File: src/rtl/vga_timing.sv
// vga_timing: raster timing generator for the Connect Four VGA display.
// Produces the pixel-rate strobe, horizontal/vertical counters, active-low
// syncs, the visible-area flag and a start-of-frame pulse.
// Optional build macro: VGA_FRAME_COUNT_EN adds a 16-bit frame counter port.
module vga_timing #(
  parameter int CLK_DIV      = 2,
  parameter int H_TOTAL      = 800,
  parameter int H_SYNC       = 96,
  parameter int H_VIS_START  = 158,
  parameter int H_VIS_END    = 798,
  parameter int V_TOTAL      = 525,
  parameter int V_VIS_END    = 480,
  parameter int V_SYNC_START = 490,
  parameter int V_SYNC_END   = 492
) (
  input  logic        clk,
  input  logic        reset_n,
  output logic        pix_en,
  output logic [9:0]  hcount,
  output logic [9:0]  vcount,
  output logic        hsync,
  output logic        vsync,
  output logic        bright,
  output logic        frame_start
`ifdef VGA_FRAME_COUNT_EN
  ,
  output logic [15:0] frame_count
`endif
);

  // Parameter values cast once to the counter widths so every compare is width-matched.
  localparam logic [1:0] DIV_LAST       = 2'(CLK_DIV - 1);
  localparam logic [9:0] H_LAST         = 10'(H_TOTAL - 1);
  localparam logic [9:0] V_LAST         = 10'(V_TOTAL - 1);
  localparam logic [9:0] H_SYNC_W       = 10'(H_SYNC);
  localparam logic [9:0] H_VIS_START_W  = 10'(H_VIS_START);
  localparam logic [9:0] H_VIS_END_W    = 10'(H_VIS_END);
  localparam logic [9:0] V_VIS_END_W    = 10'(V_VIS_END);
  localparam logic [9:0] V_SYNC_START_W = 10'(V_SYNC_START);
  localparam logic [9:0] V_SYNC_END_W   = 10'(V_SYNC_END);

  logic [1:0] div_reg, div_next;
  logic       pix_en_reg, pix_en_next;
  logic [9:0] hcount_reg, hcount_next;
  logic [9:0] vcount_reg, vcount_next;
  logic       hsync_reg, hsync_next;
  logic       vsync_reg, vsync_next;
  logic       bright_reg, bright_next;
  logic       frame_start_reg, frame_start_next;
  logic       h_wrap, v_wrap;

  // Next-state: divider, counters, and decode of the values about to be loaded.
  always_comb begin
    div_next    = (div_reg == DIV_LAST) ? 2'd0 : div_reg + 2'd1;
    // Strobe is registered so it is high exactly while the divider sits at its last count.
    pix_en_next = (div_next == DIV_LAST);

    h_wrap      = (hcount_reg == H_LAST);
    v_wrap      = (vcount_reg == V_LAST);
    hcount_next = hcount_reg;
    vcount_next = vcount_reg;
    if (pix_en_reg) begin
      if (h_wrap) begin
        hcount_next = 10'd0;
        vcount_next = v_wrap ? 10'd0 : vcount_reg + 10'd1;
      end else begin
        hcount_next = hcount_reg + 10'd1;
      end
    end

    // Decoding next-state values keeps syncs and bright aligned with the counters.
    hsync_next       = !(hcount_next < H_SYNC_W);
    vsync_next       = !((vcount_next >= V_SYNC_START_W) && (vcount_next < V_SYNC_END_W));
    bright_next      = (hcount_next >= H_VIS_START_W) && (hcount_next < H_VIS_END_W) &&
                       (vcount_next < V_VIS_END_W);
    frame_start_next = pix_en_reg && h_wrap && v_wrap;
  end

  // State and output registers; reset forces the line-start/no-frame condition.
  always_ff @(posedge clk or negedge reset_n) begin
    if (!reset_n) begin
      div_reg         <= 2'd0;
      pix_en_reg      <= 1'b0;
      hcount_reg      <= 10'd0;
      vcount_reg      <= 10'd0;
      hsync_reg       <= 1'b0;
      vsync_reg       <= 1'b1;
      bright_reg      <= 1'b0;
      frame_start_reg <= 1'b0;
    end else begin
      div_reg         <= div_next;
      pix_en_reg      <= pix_en_next;
      hcount_reg      <= hcount_next;
      vcount_reg      <= vcount_next;
      hsync_reg       <= hsync_next;
      vsync_reg       <= vsync_next;
      bright_reg      <= bright_next;
      frame_start_reg <= frame_start_next;
    end
  end

`ifdef VGA_FRAME_COUNT_EN
  logic [15:0] frame_count_reg;

  // Frame counter bumps on the same edge that loads (0,0); wraps naturally at 0xFFFF.
  always_ff @(posedge clk or negedge reset_n) begin
    if (!reset_n) begin
      frame_count_reg <= 16'd0;
    end else if (frame_start_next) begin
      frame_count_reg <= frame_count_reg + 16'd1;
    end
  end

  assign frame_count = frame_count_reg;
`endif

  assign pix_en      = pix_en_reg;
  assign hcount      = hcount_reg;
  assign vcount      = vcount_reg;
  assign hsync       = hsync_reg;
  assign vsync       = vsync_reg;
  assign bright      = bright_reg;
  assign frame_start = frame_start_reg;

endmodule

File: config.mk
export PLATFORM = sky130hd
export DESIGN_NAME = vga_timing
export DESIGN_NICKNAME = d
export VERILOG_FILES = /design/src/rtl/vga_timing.sv
export SDC_FILE = /design/constraint.sdc
export NUM_CORES = 1
export LEC_CHECK = 0
export BUFFER_PORTS_ARGS = -buffer_cell sky130_fd_sc_hd__buf_2
export CORE_MARGIN = 3
export CORE_UTILIZATION = 50
export CTS_BUF_LIST = sky130_fd_sc_hd__clkbuf_4 sky130_fd_sc_hd__clkbuf_8
export CTS_CLUSTER_DIAMETER = 80
export CTS_CLUSTER_SIZE = 28
export DETAILED_ROUTE_END_ITERATION = 6
export PLACE_DENSITY = 0.75
export REMOVE_ABC_BUFFERS = 1
export SYNTH_ARGS = -nofsm -noshare
export SYNTH_HDL_FRONTEND = slang
export SYNTH_SLANG_ARGS = --single-unit
File: constraint.sdc
create_clock -name clk -period 2.2 [get_ports clk]
set_input_delay 0.11 -clock clk [delete_from_list [all_inputs] [get_ports clk]]
set_output_delay 0.11 -clock clk [all_outputs]
set_load 0.01 [all_outputs]
==> impl_metrics.py, run 1 <==
metrics = {
    "cts": {
        "htreeDepth": 1,
        "clk_latency_ps": 310,
        "cts_buffers": 3,
        "numClockSinks": 27,
        "path_clk_slew_ps": 140,
        "cts_root_buf": "clkbuf_4",
        "cts_tree": "built",
        "clockBufferDepth": 2,
    },
    "floorplanning": {
        "io_pins": 27,
        "coreArea_um2": 2850,
        "rows": 19,
        "initial_utilization": 0.547,
        "dieWidth_um": 61.9,
        "die_h_um": 61.9,
        "dieArea_um2": 3830,
    },
    "detailed_routing": {
        "wirelength_um": 3340,
        "vias_per_cell": 5.96,
        "antenna_left": 0,
        "drt_pass1_iterations": 4,
        "vias": 1342,
        "routedWlPerCell_um": 14.8,
        "route.detailed.drc": 0,
        "drtIter0Drc": 105,
    },
    "timing": {
        "worst_slew_pin_slew_ps": 583,
        "maxSlewHeadroom": 0.611,
        "finalSetupViolCount": 0,
        "rsz0062_at_grt": "false",
        "fin_crit_sh": 0.947,
        "fmax_ghz": 0.480,
        "finalMaxSlewViolations": 0,
        "min_period_ps": 2080,
        "fin_skew_ps": 3.69,
        "hold_viol": 0,
    },
    "power_and_ir_drop": {
        "power.leakage_nw": 0.870,
        "total_power_mw": 0.727,
        "p_per_area_nw_per_um2": 399,
        "peakVddDrop_v": 0.000408,
    },
    "logic_synthesis": {
        "yosysWarnings": 0,
        "synth-seq-cells": 27,
        "synth-edff-count": 0,
        "async_flop_share": 1.00,
        "yosysUniqueCellTypes": 47,
        "avgSynthCellArea_um2": 9.81,
        "netlist_area_um2": 1560,
        "ys.flop_type": "dfrtp_1",
        "yosysSeqAreaShare": 0.434,
        "netlist_instances": 159,
    },
    "outcome": {
        "status": "completed",
    },
    "setup_path": {
        "crit_type": "reg2reg",
        "crit_arrival_ps": 2300,
        "worstSetupEndpointType": "flop",
        "start_kind": "flop",
        "critPathMaxFanout": 7,
        "crit_chain": "ha_2 > and3_4 > nand3_2 > or3_1 > xnor2_2 > and4bb_1 > a2111oi_4",
        "worst_path_dominant_cell_family": "simple AND/OR/NAND/NOR gates",
        "slowest_delay_ps": 410,
        "cpMaxStageDelayCell": "or3_1",
        "cp.buffers_inverters": 0,
        "cp.required_ps": 2420,
    },
    "global_route": {
        "met1_usage": 0.288,
        "use_met3": 0.0331,
        "grt_max_degree": 28,
        "grt_pass1_vias": 1209,
        "grt_util_met2": 0.300,
        "antenna_found_initial": 0,
        "overflow": 0,
        "grt_pass1_wl_um": 5580,
        "grtUsageTotal": 0.194,
        "top_usage_layer": "met2",
    },
    "placement": {
        "post-dp-hpwl_um": 2540,
        "place_congestion": 0.911,
        "port_buffers": 26,
        "placedCellCount": 220,
        "place_area_um2": 1770,
    },
    "layout": {
        "post_layout_nonfiller_instances": 225,
        "antenna_cells": 0,
        "syn2layout_area_growth_pct": 16.8,
        "final_nets": 200,
        "drive_above_1_share": 0.309,
        "fin_area_um2": 1820,
        "final_core_util": 0.639,
    },
    "worst_hold_path": {
        "hold_path.class": "in2async",
    },
    "job": {
        "maxCapViolations": 0,
    },
}
## metrics by stage
stage               hold WS (ps)  setup TNS [ps]  setup slack, ps
floorplan                   -186           -88.7            -88.7
global placement             145               0              110
detailed placement           145               0             71.7
CTS                          321               0             41.5
global route                 349               0             1.89
finish                       309               0              117
## layout by cell type (no fill, tap or decap), types with 5 or more instances in the layout
cell type / netlist / final
nand4_1: 9 / 9
nand3_1: 6 / 6
o21ai_0: 8 / 8
nor2_1: 13 / 13
nand2_1: 15 / 15
a21oi_1: 5 / 5
inv_1: 6 / 6
buf_4: 1 / 13
dfrtp_1: 26 / 26
buf_2: 5 / 26
xnor2_1: 6 / 6
## final cells by class
| cell class | instances | area [um^2] |
|---|---|---|
| flip-flops and latches | 27 | 677 |
| multi-input cells | 117 | 816 |
| fillers | 248 | 1030 |
| inverters | 6 | 22.5 |
| repair buffers | 40 | 238 |
| well taps | 31 | 38.8 |
| clock buffers | 4 | 30.0 |
## timing repair
| action | in CTS | in global routing |
|---|---|---|
| hold endpoints to repair | 26 | 0 |
| endpoints found under the setup margin | 0 | 2 |
| resized for setup | 0 | 3 |
| buffers inserted | 0 | 0 |
| hold buffers | 1 | 0 |
## path summary, 6_finish.rpt
path	slack [ps]	startpoint	cells after the start	to
min in group clk	440	div_reg[1]	1	pix_en
max in group asynchronous	1510	reset_n	2	hcount[3]
hold reg to reg	440	div_reg[1]	1	pix_en
setup / recovery	120	hcount[0]	7	bright
hold / removal	310	reset_n	2	hcount[7]
setup reg to reg	120	hcount[0]	7	bright
## power breakdown
group	total, mW	switching [mW]	internal [mW]
registers	0.496	0	0.496
clock network	0.219	0.136	0.0831
logic	0.0109	0.00914	0.00178
## cell usage after synthesis, types with 2 or more instances
master	instances	area, um^2
dfrtp_1	26	651
nand2_1	15	56.3
nor2_1	13	48.8
nand4_1	9	56.3
o21ai_0	8	40.0
inv_1	6	22.5
nand3_1	6	30.0
xnor2_1	6	52.6
a21oi_1	5	25.0
buf_2	5	25.0
nor3_1	5	25.0
a31oi_1	4	25.0
and4_1	4	35.0
ha_1	3	37.5
xor2_1	3	26.3
a22oi_1	2	15.0
and3_1	2	12.5
and3_4	2	22.5
and4bb_1	2	25.0
buf_6	2	22.5
nor2b_1	2	12.5
or3_1	2	12.5
or4_1	2	15.0
xnor2_2	2	32.5
## per-layer routing
layer | vias up | part of all wire
met3 | 2 | 0.044
met5 | - | 0
li1 | 650 | -
met1 | 647 | 0.49
met4 | 0 | 0.0060
met2 | 43 | 0.46
## logic make-up (layout without fill, tap and decap cells)
family	count (synthesis)	in the layout	share of synthesized area
AO/OA/AOI/OAI	31	31	0.144
XOR/XNOR	11	11	0.0714
adder cells (fa/ha/maj)	3	3	0.0241
buffers and inverters	15	50	0.0521
flip-flops	27	27	0.434
multiplexers	2	2	0.0136
AND/OR/NAND/NOR	70	70	0.261
(Power assumes the default switching activity.)
==> run 2, diff against run 1 <==
- CTS_BUF_LIST: sky130_fd_sc_hd__clkbuf_4 sky130_fd_sc_hd__clkbuf_8 -> default
==> impl_metrics.py, run 2 (synthesis gave the netlist of run 1 again) <==
metrics = {
    "outcome": {
        "status": "completed",
    },
    "global_route": {
        "overflow": 0,
        "grt_max_degree": 28,
        "grtUsageTotal": 0.194,
        "grt_pass1_wl_um": 5580,
        "grt_pass1_vias": 1209,
        "antenna_found_initial": 0,
    },
    "setup_path": {
        "crit_type": "reg2reg",
        "critPathMaxFanout": 7,
        "crit_chain": "ha_2 > and3_4 > nand3_2 > or3_1 > xnor2_2 > and4bb_1 > a2111oi_4",
        "cpMaxStageDelayCell": "or3_1",
        "worstSetupEndpointType": "flop",
        "slowest_delay_ps": 410,
        "ff2ff_setup_slack_ps": 120,
        "start_kind": "flop",
        "cp.required_ps": 2420,
        "startpoint": "hcount[0]",
        "rr_startpoint": "hcount[0]",
        "reg2reg_to": "bright",
        "crit_arrival_ps": 2300,
        "reg2reg_depth": 7,
    },
    "timing": {
        "finalMaxSlewViolations": 0,
        "maxSlewHeadroom": 0.611,
        "hold_viol": 0,
        "fmax_ghz": 0.480,
        "fin_crit_sh": 0.946,
        "worst_slew_pin_slew_ps": 583,
        "fin_skew_ps": 4.69,
        "rsz0062_at_grt": "false",
        "finalSetupViolCount": 0,
        "holdWs_ps": 310,
        "tns_ps": 0,
        "min_period_ps": 2080,
    },
    "layout": {
        "drive_above_1_share": 0.304,
        "antenna_cells": 0,
        "final_core_util": 0.637,
        "final_cell_mix": "26 x dfrtp_1, 26 x buf_2, 15 x nand2_1, 13 x nor2_1, 13 x buf_4",
        "syn2layout_area_growth_pct": 16.5,
        "final_nets": 200,
        "post_layout_nonfiller_instances": 225,
    },
    "cts": {
        "cts_buffers": 3,
        "path_clk_slew_ps": 140,
        "cts_tree": "built",
        "clk_latency_ps": 310,
        "cts_setup_buffers": 0,
        "clockBufferDepth": 2,
        "cts_root_buf": "clkbuf_4",
        "htreeDepth": 1,
        "numClockSinks": 27,
    },
    "placement": {
        "place_congestion": 0.911,
        "post-dp-hpwl_um": 2540,
        "placedCellCount": 220,
        "port_buffers": 26,
    },
    "detailed_routing": {
        "vias_per_cell": 5.97,
        "antenna_left": 0,
        "met3WireLength_um": 150,
        "drtIter0Drc": 105,
        "wirelength_um": 3350,
        "routedWlPerCell_um": 14.9,
        "dr_wl_met2_um": 1540,
        "route.detailed.drc": 0,
        "vias": 1343,
        "wl_met1_um": 1630,
        "drt_pass1_iterations": 4,
        "highest_layer": "met4",
    },
    "floorplanning": {
        "coreArea_um2": 2850,
        "dieWidth_um": 61.9,
        "initial_utilization": 0.547,
        "dieArea_um2": 3830,
        "rows": 19,
        "io_pins": 27,
        "die_h_um": 61.9,
    },
    "job": {
        "maxCapViolations": 0,
    },
    "power_and_ir_drop": {
        "p_per_area_nw_per_um2": 393,
        "peakVddDrop_v": 0.000406,
        "total_power_mw": 0.714,
        "power.leakage_nw": 0.867,
    },
    "worst_hold_path": {
        "hold_path.class": "in2async",
    },
}
-- run 2: how the worst max path moves through the flow --
stage | end | slack, ps | depth (start not counted)
floorplan | bright | -90 | 7
global placement | bright | 110 | 5
detailed placement | bright | 70 | 5
CTS | bright | 40 | 5
global route | bright | 3 | 7
finish | bright | 120 | 7
-- run 2: routing by layer --
layer,vias to the layer above,global-route usage
met5,-,0
met4,0,0.0303
met3,2,0.0331
met2,45,0.300
met1,646,0.288
li1,650,-
-- run 2: what timing repair did --
action / in CTS / in global routing
hold buffers: 1 / 0
endpoints found under the hold margin: 26 / 0
gates resized for setup: 0 / 3
endpoints found under the setup margin: 0 / 2
-- run 2: per-stage QoR --
step / worst slack, ps / cell area, um^2
2_1_floorplan: -88.7 / 1500
3_3_place_gp: 110 / 1770
3_5_place_dp: 71.7 / 1770
4_1_cts: 41.6 / 1800
5_1_grt: 2.63 / 1820
6_report: 118 / 1820
-- run 2: critical path, delay by kind of cell, from the launching register on --
family | cells | cell delay [ps]
AOI/OAI and AO/OA | 1 | 270
xor gates and xnor gates | 1 | 150
adders and majority gates | 1 | 230
DFF | 1 | 380
and+or+nand+nor | 4 | 960
-- run 2: final cells by class --
| class | instances | area, um^2 |
|---|---|---|
| fillers | 247 | 1030 |
| multi-input cells | 117 | 816 |
| flip-flops and latches | 27 | 677 |
| repair buffers | 40 | 238 |
| well taps | 31 | 38.8 |
| clock buffers | 4 | 26.3 |
| inverters | 6 | 22.5 |
-- run 2: power breakdown --
| part | switching (mW) | leakage [nW] | internal, mW |
|---|---|---|---|
| combinational | 0.00914 | 0.497 | 0.00178 |
| sequential | 0 | 0.355 | 0.496 |
| clock | 0.136 | 0.0150 | 0.0708 |
| total | 0.145 | 0.867 | 0.569 |
==> run 3, diff against run 2 <==
- REMOVE_ABC_BUFFERS: 1 -> default
==> impl_metrics.py, run 3 (synthesis gave the netlist of run 1 again) <==
metrics = {
    "floorplanning": {
        "dieWidth_um": 61.9,
        "rows": 19,
        "coreArea_um2": 2850,
        "die_h_um": 61.9,
        "initial_utilization": 0.547,
        "io_pins": 27,
        "dieArea_um2": 3830,
    },
    "detailed_routing": {
        "drtIter0Drc": 37,
        "wirelength_um": 3290,
        "antenna_left": 0,
        "vias": 1327,
        "drt_pass1_iterations": 4,
        "routedWlPerCell_um": 14.8,
        "route.detailed.drc": 0,
        "vias_per_cell": 5.98,
    },
    "global_route": {
        "grt_max_degree": 28,
        "grt_pass1_vias": 1211,
        "grtUsageTotal": 0.196,
        "grt_pass1_wl_um": 5640,
        "antenna_found_initial": 0,
        "overflow": 0,
    },
    "timing": {
        "min_period_ps": 2070,
        "hold_viol": 0,
        "finalMaxSlewViolations": 0,
        "fin_skew_ps": 15.1,
        "finalSetupViolCount": 0,
        "maxSlewHeadroom": 0.609,
        "worst_slew_pin_slew_ps": 587,
        "fin_crit_sh": 0.942,
        "fmax_ghz": 0.482,
        "rsz0062_at_grt": "false",
        "tns_ps": 0,
    },
    "cts": {
        "htreeDepth": 1,
        "cts_buffers": 3,
        "cts_setup_buffers": 0,
        "cts_tree": "built",
        "cts_root_buf": "clkbuf_4",
        "clk_latency_ps": 330,
        "clockBufferDepth": 2,
        "numClockSinks": 27,
        "path_clk_slew_ps": 160,
    },
    "layout": {
        "final_cell_mix": "26 x buf_2, 25 x dfrtp_1, 15 x nand2_1, 13 x nor2_1, 10 x buf_4",
        "drive_above_1_share": 0.298,
        "final_core_util": 0.632,
        "syn2layout_area_growth_pct": 15.6,
        "antenna_cells": 0,
        "layout_commonest_cell": "buf_2",
        "final_nets": 197,
    },
    "setup_path": {
        "worst_path_dominant_cell_family": "simple AND/OR/NAND/NOR gates",
        "crit_type": "reg2reg",
        "worstSetupEndpointType": "flop",
        "start_kind": "flop",
        "slowest_delay_ps": 530,
        "cp.required_ps": 2440,
        "cpMaxStageDelayCell": "dfrtp_1",
        "critPathMaxFanout": 10,
        "crit_arrival_ps": 2320,
        "cp.buffers_inverters": 0,
        "cp_common_cell": "and4bb_1",
        "crit_chain": "and4bb_1 > nand3_2 > or3_1 > xnor2_2 > and4bb_1 > a2111oi_4",
    },
    "logic_synthesis": {
        "synth_nets": 164,
    },
    "power_and_ir_drop": {
        "power.switching_mw": 0.158,
        "p_sw_frac": 0.219,
        "power.leakage_nw": 0.851,
        "p_comb_frac": 0.015,
        "clockPowerShare": 0.300,
        "peakVddDrop_v": 0.000190,
        "p_per_area_nw_per_um2": 402,
        "seqPwrFrac": 0.685,
        "p_int_mw": 0.566,
    },
    "worst_hold_path": {
        "hold_path.class": "in2async",
    },
    "outcome": {
        "status": "completed",
    },
    "placement": {
        "post-dp-hpwl_um": 2460,
        "port_buffers": 26,
        "place_congestion": 0.922,
    },
    "job": {
        "maxCapViolations": 0,
    },
}
[run 3: final timing paths]
path,from,to,slack [ps],depth (start not counted)
hold reg to reg,div_reg[1],pix_en,450,1
min in group clk,div_reg[1],pix_en,450,1
setup reg to reg,hcount[3],bright,130,6
setup / recovery,hcount[3],bright,130,6
hold / removal,reset_n,vcount[5],290,2
max in group asynchronous,reset_n,hcount[0],1470,2
[run 3: stage by stage]
step | area (um^2) | total power, mW | setup WS, ps | std cells | hold slack (ps)
floorplan | 1560 | 0.506 | 11.1 | 159 | -186
global route | 1800 | 0.758 | 0.280 | 222 | 340
finish | 1800 | 0.725 | 127 | 222 | 295
detailed placement | 1750 | 0.517 | 87.4 | 217 | 156
CTS | 1790 | 0.733 | 69.2 | 222 | 324
global placement | 1750 | 0.516 | 136 | 217 | 143
[run 3: layout make-up]
class / instances / area [um^2]
clock buffer: 3 / 22.5
clock inverter: 1 / 5.00
fill: 248 / 1050
inverter: 6 / 22.5
multi-input combinational: 117 / 821
sequential: 27 / 678
tap: 31 / 38.8
timing repair buffer: 37 / 215
[run 3: metal layers]
layer / share of wire / GRT usage / vias up
met5: 0 / 0 / -
met1: 0.48 / 0.283 / 633
met2: 0.46 / 0.306 / 45
met4: 0.0070 / 0.0576 / 0
li1: - / - / 647
met3: 0.053 / 0.0269 / 2
[run 3: timing repair]
item,in CTS,in global routing
hold buffers,1,0
setup endpoints to repair,0,1
resized for setup,0,2
endpoints found under the hold margin,26,0
[run 3: worst reg2reg max path, cell delays in order, from the launching register on]
cell and delay, ps:
dfrtp_1 530, and4bb_1 310, nand3_2 90, or3_1 410, xnor2_2 150, and4bb_1 240, a2111oi_4 270
[run 3: power groups by stage]
| stage | Clock [mW] | Sequential, mW | Combinational (mW) |
|---|---|---|---|
| after floorplan | 0 | 0.506 | 0.000000335 |
| after global placement | 0 | 0.506 | 0.0104 |
| after detailed placement | 0 | 0.506 | 0.0108 |
| after CTS | 0.224 | 0.497 | 0.0122 |
| after global routing | 0.248 | 0.497 | 0.0135 |
| final | 0.217 | 0.497 | 0.0110 |
